File: src/rtl/spi_master_arbiter.sv
// Round-robin arbiter sharing one SPI_Master_CS between NUM_REQ requesters.
// Each grant is one CS frame; TX bytes are handed to the master one at a time.
//
// state   | meaning
// IDLE    | no owner, scanning requests from the round-robin pointer
// GRANT   | owner latched, decide between empty and real transfer
// SEND    | waiting for master ready to launch the owner's next byte
// WAIT_RX | one byte in flight, waiting for the master's receive strobe
// DONE    | report completion, release grant, advance pointer
module spi_master_arbiter #(
  parameter int NUM_REQ          = 2,
  parameter int MAX_BYTES_PER_CS = 10,
  localparam int CW              = $clog2(MAX_BYTES_PER_CS + 1)
) (
  input  logic                  clk,
  input  logic                  rst_n,
  input  logic [NUM_REQ-1:0]    i_Req,
  input  logic [NUM_REQ*CW-1:0] i_Req_Count,
  input  logic [NUM_REQ*8-1:0]  i_Req_Byte,
  output logic [NUM_REQ-1:0]    o_Grant,
  output logic [NUM_REQ-1:0]    o_Pop,
  output logic [7:0]            o_RX_Byte,
  output logic [NUM_REQ-1:0]    o_RX_Valid,
  output logic [NUM_REQ-1:0]    o_Done,
  output logic [7:0]            o_M_TX_Byte,
  output logic                  o_M_TX_En,
  input  logic                  i_M_TX_Ready,
  output logic [CW-1:0]         o_M_TX_Count,
  input  logic [7:0]            i_M_RX_Byte,
  input  logic                  i_M_RX_En
);

  localparam int PW = (NUM_REQ > 1) ? $clog2(NUM_REQ) : 1;

  typedef enum logic [2:0] {S_IDLE, S_GRANT, S_SEND, S_WAIT_RX, S_DONE} state_t;

  state_t            state, state_nx;
  logic [PW-1:0]     owner, owner_nx;
  logic [PW-1:0]     rr_ptr, rr_ptr_nx;
  logic [PW-1:0]     pick;
  logic              found;
  logic [CW-1:0]     bytes_left, bytes_left_nx;
  logic [CW-1:0]     cnt_sel, cnt_clamped;
  logic [NUM_REQ-1:0] owner_mask;

  logic [NUM_REQ-1:0] grant_nx, pop_nx, rx_valid_nx, done_nx;
  logic [7:0]         rx_byte_nx, m_tx_byte_nx;
  logic               m_tx_en_nx;
  logic [CW-1:0]      m_tx_count_nx;

  logic [CW-1:0] req_count [NUM_REQ];
  logic [7:0]    req_byte  [NUM_REQ];

  for (genvar g = 0; g < NUM_REQ; g++) begin : g_unpack
    assign req_count[g] = i_Req_Count[g*CW +: CW];
    assign req_byte[g]  = i_Req_Byte[g*8 +: 8];
  end

  // First pass covers pointer..top, second pass wraps to the bottom.
  always_comb begin
    found = 1'b0;
    pick  = '0;
    for (int j = 0; j < NUM_REQ; j++) begin
      if (!found && i_Req[j] && (j >= int'(rr_ptr))) begin
        found = 1'b1;
        pick  = PW'(j);
      end
    end
    for (int j = 0; j < NUM_REQ; j++) begin
      if (!found && i_Req[j]) begin
        found = 1'b1;
        pick  = PW'(j);
      end
    end
  end

  always_comb begin
    cnt_sel     = req_count[pick];
    cnt_clamped = (cnt_sel > CW'(MAX_BYTES_PER_CS)) ? CW'(MAX_BYTES_PER_CS) : cnt_sel;
  end

  always_comb begin
    owner_mask        = '0;
    owner_mask[owner] = 1'b1;
  end

  always_comb begin
    state_nx      = state;
    owner_nx      = owner;
    rr_ptr_nx     = rr_ptr;
    bytes_left_nx = bytes_left;
    grant_nx      = o_Grant;
    pop_nx        = '0;
    rx_valid_nx   = '0;
    done_nx       = '0;
    rx_byte_nx    = o_RX_Byte;
    m_tx_byte_nx  = o_M_TX_Byte;
    m_tx_en_nx    = 1'b0;
    m_tx_count_nx = o_M_TX_Count;
    case (state)
      S_IDLE: begin
        if (found) begin
          owner_nx       = pick;
          grant_nx       = '0;
          grant_nx[pick] = 1'b1;
          m_tx_count_nx  = cnt_clamped;
          bytes_left_nx  = cnt_clamped;
          state_nx       = S_GRANT;
        end
      end
      S_GRANT: state_nx = (bytes_left == '0) ? S_DONE : S_SEND;
      S_SEND: begin
        if (i_M_TX_Ready) begin
          m_tx_byte_nx  = req_byte[owner];
          m_tx_en_nx    = 1'b1;
          pop_nx        = owner_mask;
          bytes_left_nx = bytes_left - 1'b1;
          state_nx      = S_WAIT_RX;
        end
      end
      S_WAIT_RX: begin
        if (i_M_RX_En) begin
          rx_byte_nx  = i_M_RX_Byte;
          rx_valid_nx = owner_mask;
          state_nx    = (bytes_left != '0) ? S_SEND : S_DONE;
        end
      end
      S_DONE: begin
        done_nx   = owner_mask;
        grant_nx  = '0;
        rr_ptr_nx = (owner == PW'(NUM_REQ - 1)) ? '0 : owner + 1'b1;
        state_nx  = S_IDLE;
      end
      default: state_nx = S_IDLE;
    endcase
  end

  always_ff @(posedge clk or negedge rst_n) begin
    if (!rst_n) begin
      state        <= S_IDLE;
      owner        <= '0;
      rr_ptr       <= '0;
      bytes_left   <= '0;
      o_Grant      <= '0;
      o_Pop        <= '0;
      o_RX_Byte    <= '0;
      o_RX_Valid   <= '0;
      o_Done       <= '0;
      o_M_TX_Byte  <= '0;
      o_M_TX_En    <= 1'b0;
      o_M_TX_Count <= '0;
    end else begin
      state        <= state_nx;
      owner        <= owner_nx;
      rr_ptr       <= rr_ptr_nx;
      bytes_left   <= bytes_left_nx;
      o_Grant      <= grant_nx;
      o_Pop        <= pop_nx;
      o_RX_Byte    <= rx_byte_nx;
      o_RX_Valid   <= rx_valid_nx;
      o_Done       <= done_nx;
      o_M_TX_Byte  <= m_tx_byte_nx;
      o_M_TX_En    <= m_tx_en_nx;
      o_M_TX_Count <= m_tx_count_nx;
    end
  end

endmodule

File: config.mk
export PLATFORM = sky130hd
export DESIGN_NAME = spi_master_arbiter
export DESIGN_NICKNAME = d
export VERILOG_FILES = /design/src/rtl/spi_master_arbiter.sv
export SDC_FILE = /design/constraint.sdc
export NUM_CORES = 1
export LEC_CHECK = 0
export ABC_AREA = 1
export ABC_CLOCK_PERIOD_IN_PS = 3200
export CAP_MARGIN = 40
export CORE_MARGIN = 2
export CORE_UTILIZATION = 30
export CTS_BUF_LIST = sky130_fd_sc_hd__clkbuf_4
export DETAILED_ROUTE_END_ITERATION = 6
export GPL_ROUTABILITY_DRIVEN = 0
export GPL_TIMING_DRIVEN = 0
export PLACE_DENSITY = 0.65
export SYNTH_ARGS = -nofsm -noshare
export SYNTH_HDL_FRONTEND = slang
export SYNTH_SLANG_ARGS = --single-unit
File: constraint.sdc
create_clock -name clk -period 3.2 [get_ports clk]
set_input_delay 0.32 -clock clk [delete_from_list [all_inputs] [get_ports clk]]
set_output_delay 0.32 -clock clk [all_outputs]
set_load 0.02 [all_outputs]
==> results of run 1 <==
==> power by group <==
part	leakage, nW	switching, mW	total (mW)	internal, mW
registers	0.470	0.108	0.798	0.690
clock network	0.0450	0.169	0.331	0.162
logic	0.657	0.661	1.20	0.535
==> kinds of logic (layout without fill, tap and decap cells) <==
kind of cell / Yosys count / after routing / share of synthesized area, %
fa+ha+maj: 1 / 1 / 0.737
simple gates: 89 / 89 / 24.4
flops: 38 / 38 / 56.0
compound gates: 20 / 20 / 7.38
mux: 8 / 8 / 5.31
xor+xnor: 1 / 1 / 0.516
buf+inv: 24 / 100 / 5.60
==> placed cells by master, fill, tap and decap left out, types with 2 or more instances in the layout <==
master           Yosys  layout
clkdlybuf4s50_1      0      65
nand2_1             51      51
dfrtp_1             38      38
inv_1               17      17
nand3_1             17      17
nor2_1              11      11
o21ai_0              6       6
a21oi_1              6       6
mux2_2               5       5
clkbuf_4             0       5
inv_2                4       4
nand2_2              3       3
mux2_1               3       3
nor2_4               2       2
clkinv_1             2       2
nand2_4              2       2
o22ai_1              2       2
clkinv_2             0       2
==> per-layer routing <==
layer	GRT usage, %	up-vias	share of wire [%]
li1	-	729	-
met1	16.8	671	46
met2	22.8	51	46
met3	4.77	2	8.0
met4	3.10	0	0.61
met5	0	-	0
==> per-stage QoR <==
stage / instance area, µm² / util [%] / total power [mW] / cells
global placement: 2450 / 44.7 / 2.00 / 319
finish: 2550 / 46.6 / 2.32 / 329
CTS: 2550 / 46.6 / 2.36 / 329
global route: 2550 / 46.6 / 2.51 / 329
floorplan: 1700 / - / 1.51 / 181
detailed placement: 2460 / 45.0 / 2.02 / 320
==> worst min path at each step <==
stage	start	endpoint	slack, ns
global placement	bytes_left[1]	bytes_left[1]	0.46
CTS	rst_n	state[1]	0.34
finish	rst_n	state[1]	0.34
global route	rst_n	state[1]	0.35
detailed placement	rst_n	state[1]	0.19
floorplan	rst_n	bytes_left[0]	0.02
==> cell usage after synthesis <==
cell type	number
nor2_4	2
mux2_2	5
a21oi_2	1
inv_6	1
nand2_1	51
a21oi_1	6
o21ai_2	1
nor3_2	1
ha_1	1
o21ai_4	1
dfrtp_1	38
o22ai_1	2
nor2_1	11
nand3_4	1
nand2_4	2
inv_2	4
nand3_1	17
o21bai_1	1
clkinv_1	2
nor3_1	1
o21ai_1	1
o21ai_0	6
xor2_1	1
a31oi_1	1
inv_1	17
mux2_1	3
nand2_2	3
==> timing repair <==
item | in CTS | in global routing
setup endpoints to repair | 0 | 0
setup buffers | 0 | 0
hold buffers | 1 | 0
hold endpoints to repair | 7 | 0
==> area by class of cell <==
type	count	area, µm²	share of cell area (%)
multi-input cells	119	651	25.5
clock inverters	3	40.0	1.57
inverters	24	95.1	3.73
clock buffers	5	37.5	1.47
well taps	72	90.1	3.53
repair buffers	68	686	26.9
flip-flops and latches	38	951	37.3
==> state kept, by name, summed over array words and instances, names as in the netlist <==
register      flops
owner             1
o_M_TX_Count      4
o_Done            2
bytes_left        4
rr_ptr            1
o_RX_Valid        2
state             3
o_M_TX_Byte       8
o_Grant           2
o_M_TX_En         1
o_RX_Byte         8
o_Pop             2
==> metrics list, run 1 <==
- Post-Place Worst Slack: about 1.4 ns
* FF-to-FF Start: state[2]
* Floorplan die area: about 0.0063 mm²
- The clock passes through at most 2 buffers.
- After clock tree synthesis, the repair step resized 0 gates.
- Wirelength, routed: 3930 µm
- Critical Path Max Stage Delay: approximately 0.6 ns
* Cell types with the largest area share after synthesis: dfrtp_1, nand2_1, nand3_1
- Type of the worst setup path: reg2out
- Clock tree sinks: 38
* Result of the run: complete, no violations
- Summing the sequential cell areas from Yosys gives about 56% of the chip area.
- Area growth syn-to-layout: 50.3%
- Clock tree from TritonCTS: done
- Leakage power total: 1.17 nW
* Synth Net Count: 220
- Worst Path Max Fanout: 2
- Tmin final: 1.66 ns
- CORE AREA: approximately 0.0055 mm²
- Clock root buffer master: clkbuf_4
- In this run the tool buffered the top-level ports with between 60 and 70 buffer cells.
- Initial antenna violation count: 0
* Nets: 295
- In this run the worst setup path terminates at o_M_TX_Byte[5].
- Via density: between 4 and 5
- Clock latency on the worst-skew pair, taken at its later pin, is between 0.3 and 0.4 ns.
- Slew headroom: between 70 and 80%
* Cell count after synthesis: ~180
* Clock skew after layout: 0.00466 ns
* Critical Path Start Type: flop
* Maximum Capacitance Violations: 0
- In this run the number of cells on the critical path is 1.
- The setup check on the worst reg-to-reg path leaves a slack of between 1.5 and 2 ns.
* Layout cells sized above 1: ~12%
- Entering global routing, the biggest net connects 32 pins.
- Data on the critical path is required at its endpoint by roughly 2.9 ns.
- Of all cell types, the one taking the most synthesized area is dfrtp_1.
* Number of optimization iterations in the first detailed-route pass: 4
- I/O Pins: 67
- Mapped Area: 0.00170 mm²
- A synthesized cell averages approximately 9.4 µm².
- The synthesized design contains 38 register bits.
* Mean routed wirelength per cell: roughly 12 µm
* CTS H-Tree Depth: 2
* Global-route wire length before repair: about 6700 µm
* Crit path arrival time: roughly 1.3 ns
* Count of warnings emitted by yosys: 0
- In this run, the number of DRC markers left after iteration 0 of detailed routing was 67.
* Total half-perimeter wirelength after legalization and detailed placement: around 3000 µm
* Cell-by-cell listing of the critical path: clkdlybuf4s50_1
- Clock-pin transition on the worst setup and hold timing paths: roughly 0.12 ns
- Slowest CP cell: clkdlybuf4s50_1
- Setup total negative slack on the finished layout was measured at 0 ns.
* Actual slew at the worst max-slew pin: between 0.3 and 0.4 ns
- Derived from the worst setup path, the maximum achievable clock frequency is around 600 MHz.
- The cell family contributing the most delay on the critical path is buffers and inverters.
- Unrepaired setup endpoints after global routing: false
- Beginning of the critical path: o_M_TX_Byte[5]
- Pins over their slew limit: 0
- For this configuration, the core starts out at a cell density of 31.0%.
- The routed layout has 1453 vias.
* Power per unit of standard cell area: around 900 mW/mm²
* GRT Total Usage: ~14%
* Number of core rows: 27
* Number of remaining DRC errors: 0
* Die width: approximately 79 µm
- The endpoint identified for the worst register-to-register timing path is bytes_left[0].
* Fin worst setup slack: 1.54 ns
- Setup violations remaining at the end of the flow were counted as 0.
- Final Hold Vio Count: 0
- GR Overflow Total: 0
- After synthesis, the largest area contributor takes up 56.0% of total cell area.
* IR Drop Worst-Case VDD: ~0.00046 V
- The final critical path takes up 51.7% of the cycle.
* Count of cells along the worst register-to-register path: 8
- Die H: between 70 and 80 µm
* Number of global-route vias before repair: about 1500
- Final hold analysis gives a worst-case slack of roughly 0.34 ns.
- Diodes inserted: 0
- Bufs and invs on worst path: 1
- Number of distinct library cells after synthesis: 27
- The number of clock buffers added by TritonCTS is 5.
* Count of filler cells inserted in the layout: approximately 550
- Class of the tightest hold or removal check: in2async
* Worst setup EP type: primary output
* Number of nets with antenna violations after detailed routing: 0
(Power assumes the default switching activity.)
==> run 2, diff against run 1 <==
--- a/config.mk
+++ b/config.mk
@@ -6,7 +6,7 @@
 export NUM_CORES = 1
 export LEC_CHECK = 0
 export ABC_AREA = 1
-export ABC_CLOCK_PERIOD_IN_PS = 3200
+export ABC_CLOCK_PERIOD_IN_PS = 1400
 export CAP_MARGIN = 40
 export CORE_MARGIN = 2
 export CORE_UTILIZATION = 30
@@ -14,7 +14,7 @@
 export DETAILED_ROUTE_END_ITERATION = 6
 export GPL_ROUTABILITY_DRIVEN = 0
 export GPL_TIMING_DRIVEN = 0
-export PLACE_DENSITY = 0.65
+export PLACE_DENSITY = 0.67
 export SYNTH_ARGS = -nofsm -noshare
 export SYNTH_HDL_FRONTEND = slang
 export SYNTH_SLANG_ARGS = --single-unit
==> constraint.sdc (replaced) <==
create_clock -name clk -period 1.4 [get_ports clk]
set_input_delay 0.14 -clock clk [delete_from_list [all_inputs] [get_ports clk]]
set_output_delay 0.14 -clock clk [all_outputs]
set_load 0.02 [all_outputs]
==> metrics list, run 2 (synthesis gave the netlist of run 1 again) <==
- Cell total after placement: 320
* Maximum clock frequency: 732 MHz
- Clk buf depth: 2
* Layout cells sized above 1: approximately 17%
- Area growth syn-to-layout: 54.0%
* Clock skew after layout: about 0.0074 ns
- Skew-Pair Late Insertion Delay: approximately 0.34 ns
- Final Hold Vio Count: 0
- Final worst path period share: a little over nine tenths
* Critical Path Max Stage Delay: between 0.4 and 0.5 ns
- For this run, design rule violations remaining after detail routing come to 0.
- The worst path needs roughly 1.4 ns of the cycle, external delays included.
* Highest-count cells in the layout ignoring fill and taps: nand2_1, dfrtp_1, clkdlybuf4s50_1
- Largest registers: o_M_TX_Byte: 8 flops, o_RX_Byte: 8 flops
* Floorplan die area: about 0.0063 mm²
- GRT Total Usage: 13.4%
* Category of cells accounting for the largest share of critical-path delay: flip-flops
- Hold is met by 0.164 ns.
* Clock tree from TritonCTS: done
- Buffers inserted during clock tree synthesis total 5.
- Largest net degree at the start of global routing: 33
* Cell-by-cell listing of the critical path: inv_2, nand2_4, nor2_4, o21ai_4, nand2_8, inv_6, a21oi_1, a21oi_1
* Clock tree sinks: 38
- Diodes inserted: 0
- Final count of negative-setup-slack endpoints: 0
- Crit path arrival time: 1.60 ns
- Via density: approximately 4.5
- For this design the static power due to leakage is roughly 1.3 nW.
- For the pin with the worst max-slew slack, the measured transition is around 0.34 ns.
- In this run the core area contains 27 standard-cell rows.
- 67 I/O pins were placed.
- Setup repair after global routing could not meet its margin everywhere.
* Wirelength, routed: about 4000 µm
- The core region is 0.00547 mm².
- The H-tree was split into 2 levels.
* Clock-pin transition on the worst setup and hold timing paths: around 0.12 ns
- For this design the ratio of total power to cell area is roughly 2000 mW/mm².
* Most common library cell in the layout ignoring fill and taps: nand2_1
- Number of global-route vias before repair: roughly 1500
- Total half-perimeter wirelength after legalization and detailed placement: 2940 µm
- Clock root buffer master: clkbuf_4
- By startpoint and endpoint, the worst setup path is classified as reg2reg.
* Via Count: about 1500
- Filler-free cell count of the finished design: roughly 340
- The initial antenna violation count is 0.
- The final number of max-transition violations came to 0.
- Nets: approximately 300
- Die H: 79.2 µm
- For this run, the share of the core covered by cells in the final layout is 47.7%.
* Critical path data required time: between 1.5 and 2 ns
* Critical Path Start Type: flop
- Slew headroom: 77.3%
- Slowest CP cell: dfrtp_1
- IR Drop Worst-Case VDD: between 0.0007 and 0.0008 V
* Bufs and invs on worst path: 2
- The worst setup path is captured at a flop.
* IO Port Bufs: 66
* Mean routed wirelength per cell: 11.8 µm
- Number of nets with antenna violations after detailed routing: 0
- The run finished with clean final reports.
- Max-cap violations in this run came to 0.
- Class of the tightest hold or removal check: in2async
* Global-route wire length before repair: roughly 6500 µm
* Number of optimization iterations in the first detailed-route pass: 4
- Counting stages on the worst path, the most repeated cell is a21oi_1.
- Effective utilization at floorplan: 31.0%
- Measured along the x axis, the die boundary spans roughly 80 µm.
* Iter 0 DRT Violations: 29
- Of all nets on the critical path, the largest fanout is 8.
* GR Overflow Total: 0
-- run 2: cell types whose count changed in the layout (fill, tap and decap cells not counted), sizes merged --
cell / previous run / this run
buf: 2 / 12
dlygate4sd2: 0 / 29
inv: 22 / 21
clkdlybuf4s50: 65 / 36
-- run 2: final cells by class --
class                           instances  area (µm²)
Clock buffer                            5        37.5
Clock inverter                          2        33.8
Fill cell                             589        2860
Inverter                               24         100
Multi-Input combinational cell        119         674
Sequential cell                        38         952
Tap cell                               72        90.1
Timing Repair Buffer                   78         724
-- run 2: through the flow --
| stage | setup TNS [ns] | power [mW] | setup WS, ns | instance area [µm²] |
|---|---|---|---|---|
| after floorplan | 0 | 3.46 | 0.146 | 1700 |
| after global placement | -30.32 | 4.56 | -0.762 | 2450 |
| after detailed placement | -1.52 | 4.62 | -0.264 | 2460 |
| after CTS | 0 | 5.14 | 0.000793 | 2530 |
| after global routing | -0.228 | 5.70 | -0.0541 | 2610 |
| final | 0 | 5.25 | 0.0337 | 2610 |
-- run 2: worst paths after layout --
kind	startpoint	to	slack, ns	depth (start not counted)
hold reg to reg	o_M_TX_Count[0]	o_M_TX_Count[0]	0.49	2
setup / recovery	state[0]	bytes_left[0]	0.03	8
hold / removal	rst_n	state[1]	0.16	2
min in group clk	i_Req_Byte[15]	o_M_TX_Byte[7]	0.35	3
max in group asynchronous	rst_n	o_Grant[1]	0.82	3
setup reg to reg	state[0]	bytes_left[0]	0.03	8
-- run 2: what timing repair did --
action | 4_1_cts | 5_1_grt
setup endpoints to repair | 35 | 18
setup buffers | 3 | 7
endpoints found under the hold margin | 38 | 0
gates resized for setup | 31 | 8
hold buffers | 1 | 0
pin swaps | 2 | 7
-- run 2: power by group --
| group | leakage [nW] | internal (mW) | switching (mW) |
|---|---|---|---|
| Combinational | 0.793 | 1.13 | 1.61 |
| Sequential | 0.469 | 1.58 | 0.216 |
| Clock | 0.0387 | 0.361 | 0.356 |
-- run 2: worst register-to-register path, stage by stage, from the launching register on --
cell     delay, ns
dfrtp_1       0.42
inv_2         0.13
nand2_4       0.07
nor2_4        0.13
o21ai_4       0.13
nand2_8       0.13
inv_6         0.04
a21oi_1       0.12
a21oi_1       0.09
-- run 2: metal layers --
metal / up-vias / global-route usage (%) / share of wire (%)
met3: 5 / 4.55 / 8.2
met1: 720 / 14.6 / 41
li1: 749 / - / -
met5: - / 0 / 0
met4: 0 / 3.62 / 1.1
met2: 52 / 24.6 / 49
